File: config.mk
export PLATFORM = sky130hd
export DESIGN_NAME = mem_access_ctrl
export DESIGN_NICKNAME = d
export VERILOG_FILES = /design/src/rtl/mem_access_ctrl.sv
export SDC_FILE = /design/constraint.sdc
export NUM_CORES = 1
export LEC_CHECK = 0
export CORE_AREA = 2 2 107 130
export DETAILED_ROUTE_END_ITERATION = 10
export DIE_AREA = 0 0 109 132
export PLACE_DENSITY = 0.74
export SETUP_SLACK_MARGIN = 0.05
export SLEW_MARGIN = 0
export SYNTH_ARGS = -nofsm -noshare
export SYNTH_HDL_FRONTEND = slang
export SYNTH_SLANG_ARGS = --single-unit
File: constraint.sdc
create_clock -name clk -period 7.8 [get_ports clk]
set_input_delay 2.34 -clock clk [delete_from_list [all_inputs] [get_ports clk]]
set_output_delay 2.34 -clock clk [all_outputs]
set_load 0.1 [all_outputs]
File: src/rtl/mem_access_ctrl.sv
// mem_access_ctrl: load/store bus access controller with lane steering and load extension.
// Optional REQ-phase bus timeout is compiled in when MEM_ACCESS_TIMEOUT_EN is defined.
module mem_access_ctrl #(
    parameter int TIMEOUT_CYC = 16
) (
    input  logic        clk,
    input  logic        rst_n,
    input  logic        memRead,
    input  logic        memWrite,
    input  logic [1:0]  memDataSize,
    input  logic        memBitExt,
    input  logic [31:0] addr,
    input  logic [31:0] wdata,
    output logic [31:0] rdata,
    output logic        stall,
    output logic        alignErr,
    output logic        timeoutErr,
    output logic        busReq,
    output logic        busWe,
    output logic [31:0] busAddr,
    output logic [31:0] busWdata,
    output logic [3:0]  busBe,
    input  logic        busAck,
    input  logic [31:0] busRdata
);

    typedef enum logic [1:0] {
        IDLE = 2'd0,
        REQ  = 2'd1,
        DONE = 2'd2
    } state_t;

    localparam logic [1:0] SZ_HALF = 2'b01;
    localparam logic [1:0] SZ_BYTE = 2'b10;

    state_t      state_r;
    state_t      nextState_s;
    logic        stall_s;
    logic        accept_s;
    logic        misalignReq_s;
    logic        timeout_s;
    logic        reqValid_s;
    logic        misaligned_s;

    logic [1:0]  size_r;
    logic [1:0]  offset_r;
    logic        ext_r;
    logic [31:0] rdata_r;
    logic        alignErr_r;
    logic        timeoutErr_r;
    logic        busReq_r;
    logic        busWe_r;
    logic [31:0] busAddr_r;
    logic [31:0] busWdata_r;
    logic [3:0]  busBe_r;

    function automatic logic isMisaligned(input logic [1:0] size, input logic [1:0] off);
        case (size)
            SZ_HALF: isMisaligned = off[0];
            SZ_BYTE: isMisaligned = 1'b0;
            default: isMisaligned = (off != 2'b00);
        endcase
    endfunction

    function automatic logic [3:0] storeBe(input logic [1:0] size, input logic [1:0] off);
        case (size)
            SZ_BYTE: storeBe = 4'b0001 << off;
            SZ_HALF: storeBe = off[1] ? 4'b1100 : 4'b0011;
            default: storeBe = 4'b1111;
        endcase
    endfunction

    function automatic logic [31:0] storeData(input logic [31:0] wd, input logic [1:0] size);
        case (size)
            SZ_BYTE: storeData = {4{wd[7:0]}};
            SZ_HALF: storeData = {2{wd[15:0]}};
            default: storeData = wd;
        endcase
    endfunction

    // Picks the addressed lane and sign- or zero-extends it (zeroExt=1 means zero).
    function automatic logic [31:0] extractLoad(input logic [31:0] word, input logic [1:0] size,
                                                input logic [1:0] off, input logic zeroExt);
        logic [7:0]  laneByte;
        logic [15:0] laneHalf;
        laneByte = word[{off, 3'b000} +: 8];
        laneHalf = off[1] ? word[31:16] : word[15:0];
        case (size)
            SZ_BYTE: extractLoad = {{24{~zeroExt & laneByte[7]}}, laneByte};
            SZ_HALF: extractLoad = {{16{~zeroExt & laneHalf[15]}}, laneHalf};
            default: extractLoad = word;
        endcase
    endfunction

    assign reqValid_s   = memRead | memWrite;
    assign misaligned_s = isMisaligned(memDataSize, addr[1:0]);

`ifdef MEM_ACCESS_TIMEOUT_EN
    localparam int CNT_W = $clog2(TIMEOUT_CYC + 1);
    logic [CNT_W-1:0] reqCnt_r;

    // busAck on the expiry edge takes precedence over the timeout.
    assign timeout_s = (state_r == REQ) && !busAck && (reqCnt_r == CNT_W'(TIMEOUT_CYC - 1));

    // Counts cycles spent in REQ, restarting on every accepted request.
    always_ff @(posedge clk or negedge rst_n) begin
        if (!rst_n) begin
            reqCnt_r <= {CNT_W{1'b0}};
        end else if (accept_s) begin
            reqCnt_r <= {CNT_W{1'b0}};
        end else if (state_r == REQ) begin
            reqCnt_r <= reqCnt_r + CNT_W'(1);
        end
    end
`else
    assign timeout_s = 1'b0;
`endif

    // State register.
    always_ff @(posedge clk or negedge rst_n) begin
        if (!rst_n) begin
            state_r <= IDLE;
        end else begin
            state_r <= nextState_s;
        end
    end

    // Next-state, stall and request classification.
    always_comb begin
        nextState_s   = state_r;
        stall_s       = 1'b0;
        accept_s      = 1'b0;
        misalignReq_s = 1'b0;
        case (state_r)
            IDLE: begin
                if (reqValid_s && !misaligned_s) begin
                    accept_s    = 1'b1;
                    stall_s     = 1'b1;
                    nextState_s = REQ;
                end else if (reqValid_s) begin
                    misalignReq_s = 1'b1;
                    nextState_s   = IDLE;
                end else begin
                    nextState_s = IDLE;
                end
            end
            REQ: begin
                stall_s = 1'b1;
                if (busAck || timeout_s) begin
                    nextState_s = DONE;
                end else begin
                    nextState_s = REQ;
                end
            end
            DONE: begin
                nextState_s = IDLE;
            end
            default: begin
                nextState_s = IDLE;
            end
        endcase
    end

    // Bus-side registers, load result capture and error pulses.
    always_ff @(posedge clk or negedge rst_n) begin
        if (!rst_n) begin
            size_r       <= 2'b00;
            offset_r     <= 2'b00;
            ext_r        <= 1'b0;
            rdata_r      <= 32'h0000_0000;
            alignErr_r   <= 1'b0;
            timeoutErr_r <= 1'b0;
            busReq_r     <= 1'b0;
            busWe_r      <= 1'b0;
            busAddr_r    <= 32'h0000_0000;
            busWdata_r   <= 32'h0000_0000;
            busBe_r      <= 4'b0000;
        end else begin
            alignErr_r   <= misalignReq_s;
            timeoutErr_r <= timeout_s;
            if (accept_s) begin
                busReq_r   <= 1'b1;
                busWe_r    <= memWrite;
                busAddr_r  <= {addr[31:2], 2'b00};
                busBe_r    <= memWrite ? storeBe(memDataSize, addr[1:0]) : 4'b1111;
                busWdata_r <= memWrite ? storeData(wdata, memDataSize) : 32'h0000_0000;
                size_r     <= memDataSize;
                offset_r   <= addr[1:0];
                ext_r      <= memBitExt;
            end else if ((state_r == REQ) && (busAck || timeout_s)) begin
                busReq_r <= 1'b0;
                // Stores leave the last load result untouched.
                if (!busWe_r) begin
                    rdata_r <= busAck ? extractLoad(busRdata, size_r, offset_r, ext_r)
                                      : 32'h0000_0000;
                end
            end
        end
    end

    assign stall      = stall_s;
    assign rdata      = rdata_r;
    assign alignErr   = alignErr_r;
    assign timeoutErr = timeoutErr_r;
    assign busReq     = busReq_r;
    assign busWe      = busWe_r;
    assign busAddr    = busAddr_r;
    assign busWdata   = busWdata_r;
    assign busBe      = busBe_r;

endmodule

==> out/results.ini <==
[status]
outcome=finished, final reports clean

[clock_tree]
cts.sinks=108
clk_latency_ps=350
path_clk_slew_ps=70
post_cts_buffers=0
cts_root_buf=clkbuf_16
cts_resized=0
cts_hold_buf=0
cts_tree=yes
clk_path_buf_depth=2
numCtsBuffers=9
htree_levels=3

[floorplanning]
num_rows=46
initial_core_util=0.396
die_h_um=132
io_pins=209
die-area_sq_mm=0.0144
die_w_um=109
core_sq_mm=0.0131

[timing]
worst_pin_slew_ps=1040
rsz0062_at_grt=no
drv_slew=0
slew_headroom=0.305
hold_violations=0
tns_ps=0
post-route-period-util=0.834
finalSetupViolCount=0
layout_min_cycle_time_ps=6510
fmax_mhz=154
fin_skew_ps=11.3

[routing]
drt_iter0_drc=216
ant_nets=0
post-route-drc-count=0
vias_per_cell=5.15
vias=4402
wl_per_cell_um=17.0
dr.pass1.iters=4
wl_um=14600

[cells_and_area]
synthToLayoutAreaGrowth_pct=46.8
seq_area_sq_mm=0.00270
num-fill-cells=1140
final_cells=854
drive_above_1_share=0.108
antenna_cells=0
multi_input_area_sq_mm=0.00222
fin_nets=789

[worst_setup_path]
endpoint_kind=output pin
cpPeakStageDelay_ps=490
cp_top_family=buffers and inverters
r2r_slack_ps=5380
slowest_stage=clkdlybuf4s50_1
r2r_start=busWe
critical_path.startpoint_type=primary input
required_ps=5460
worstPathArrival_ps=4170
reg2reg_to=rdata[13]
critical_path_class=in -> out
path_cells=clkdlybuf4s50_1, inv_1, ha_1, o21ai_2, o2111ai_4, nand2_1, buf_12
reg2regPathDepth=4
cp_max_fo=15
path_buf_inv=3

[synthesis]
post_synth_num_cell_types=33
synthCells=500
netlist_area_sq_mm=0.00517
synth_seq_cells=108
post_synth.cell_area_avg_sq_um=10.3
synth_top_area_frac=0.522
yosysTopAreaCell=dfrtp_1
synthTopCellsByArea=dfrtp_1 52%, nand2_1 7.5%, mux2_4 6.4%, mux2_2 4.8%, o21ai_0 4.6%
synth_warnings=0
seq_area_frac_synth=0.522

[global_route]
grt_max_degree=78
antenna_found_initial=0
track_usage=0.207
grt_pass1_wl_um=23500
grt_pass1_vias=4559
grt_overflow=0

[placed_design]
dp_hpwl_um=10700
place.gp.congestion=0.846
placed_cells=838
port_buffers=205

[worst_hold_path]
holdPathStages=1
hold_class=reg -> reg
hp-start=busBe[0]
holdPathEnd=busBe[0]

[flow_run]
maxCapViolations=0

## logic make-up (layout without fill, tap and decap cells)
group / count (synthesis) / count (layout) / share of synthesized area
buffers and inverters: 52 / 236 / 0.0525
adder cells (fa/ha/maj): 4 / 4 / 0.00967
multiplexers: 46 / 46 / 0.116
flip-flops: 108 / 108 / 0.522
other: 1 / 3 / 0.000725
AO/OA/AOI/OAI: 119 / 119 / 0.150
AND/OR/NAND/NOR: 170 / 170 / 0.149
## placed cells by master (no fill, tap or decap), drive strengths merged
master,instances
clkdlybuf4s50,203
dfrtp,108
nand2,103
o21ai,53
mux2,44
nand3,32
a21oi,21
nor2b,19
o31ai,16
a221o,15
inv,11
clkbuf,9
or3,8
buf,8
o211ai,7
ha,4
conb,3
nand2b,2
nor2,2
a21o,2
mux2i,2
and2,2
bufinv,2
o2111ai,2
clkinv,2
nand4bb,1
and4bb,1
o22ai,1
a211oi,1
o21bai,1
clkinvlp,1
## layout make-up
class / instances / area share
clock buffers: 9 / 0.0297
clock inverters: 7 / 0.0130
inverters: 9 / 0.00445
multi-input cells: 342 / 0.292
flip-flops and latches: 108 / 0.356
well taps: 168 / 0.0277
repair buffers: 211 / 0.277
## synth_stat cells
master,number
a211oi_1,1
a21o_1,2
a21oi_1,19
a21oi_2,2
a221o_1,15
and2_1,2
and4bb_1,1
buf_2,10
buf_4,5
buf_6,6
clkbuf_1,22
conb_1,1
dfrtp_1,108
ha_1,4
inv_1,9
mux2_2,22
mux2_4,22
mux2i_1,2
nand2_1,103
nand2b_1,2
nand3_1,32
nand4bb_1,1
nor2_1,2
nor2b_1,19
o2111ai_2,2
o211ai_1,7
o21ai_0,48
o21ai_1,4
o21ai_2,1
o21bai_1,1
o22ai_2,1
o31ai_1,16
or3_1,8
## worst reg2reg max path, cell delays in order, from the launching register on
cell	delay, ps
dfrtp_1	400
and4bb_1	890
nand2_1	420
a21oi_2	440
a21oi_1	130
## registers in the layout, indices dropped and copies added (netlist names)
signal	flops
busWdata	32
rdata	32
busAddr	30
busBe	4
offset_r	2
size_r	2
state_r	2
alignErr	1
busReq	1
busWe	1
ext_r	1
## per-layer routing
layer	part of all wire	wire, um	track usage	up-vias
met1	0.40	5800	0.255	2101
met4	0.027	391	0.0812	0
met3	0.074	1080	0.0534	28
met5	0	0	0	-
met2	0.50	7280	0.343	181
li1	-	-	-	2092
## per-stage QoR
stage / hold WS (ps) / util / setup WS (ps) / cell area [sq um]
4_1_cts: 486 / 0.581 / 1280 / 7590
3_3_place_gp: 462 / 0.557 / 1320 / 7270
2_1_floorplan: 475 / - / 1250 / 5180
6_report: 484 / 0.581 / 1290 / 7590
5_1_grt: 509 / 0.581 / 1210 / 7590
3_5_place_dp: 469 / 0.557 / 1280 / 7270
## how the worst max path moves through the flow
stage	start	end	slack, ps	depth (start not counted)
global route	memDataSize[0]	stall	1210	7
floorplan	memDataSize[0]	stall	1250	9
global placement	memDataSize[0]	stall	1320	7
detailed placement	memDataSize[0]	stall	1280	7
finish	memDataSize[0]	stall	1290	7
CTS	memDataSize[0]	stall	1280	7
Power is left out: the tool's default activity adds up to more than one toggle a clock period on the data nets, which glitch-free logic cannot reach.
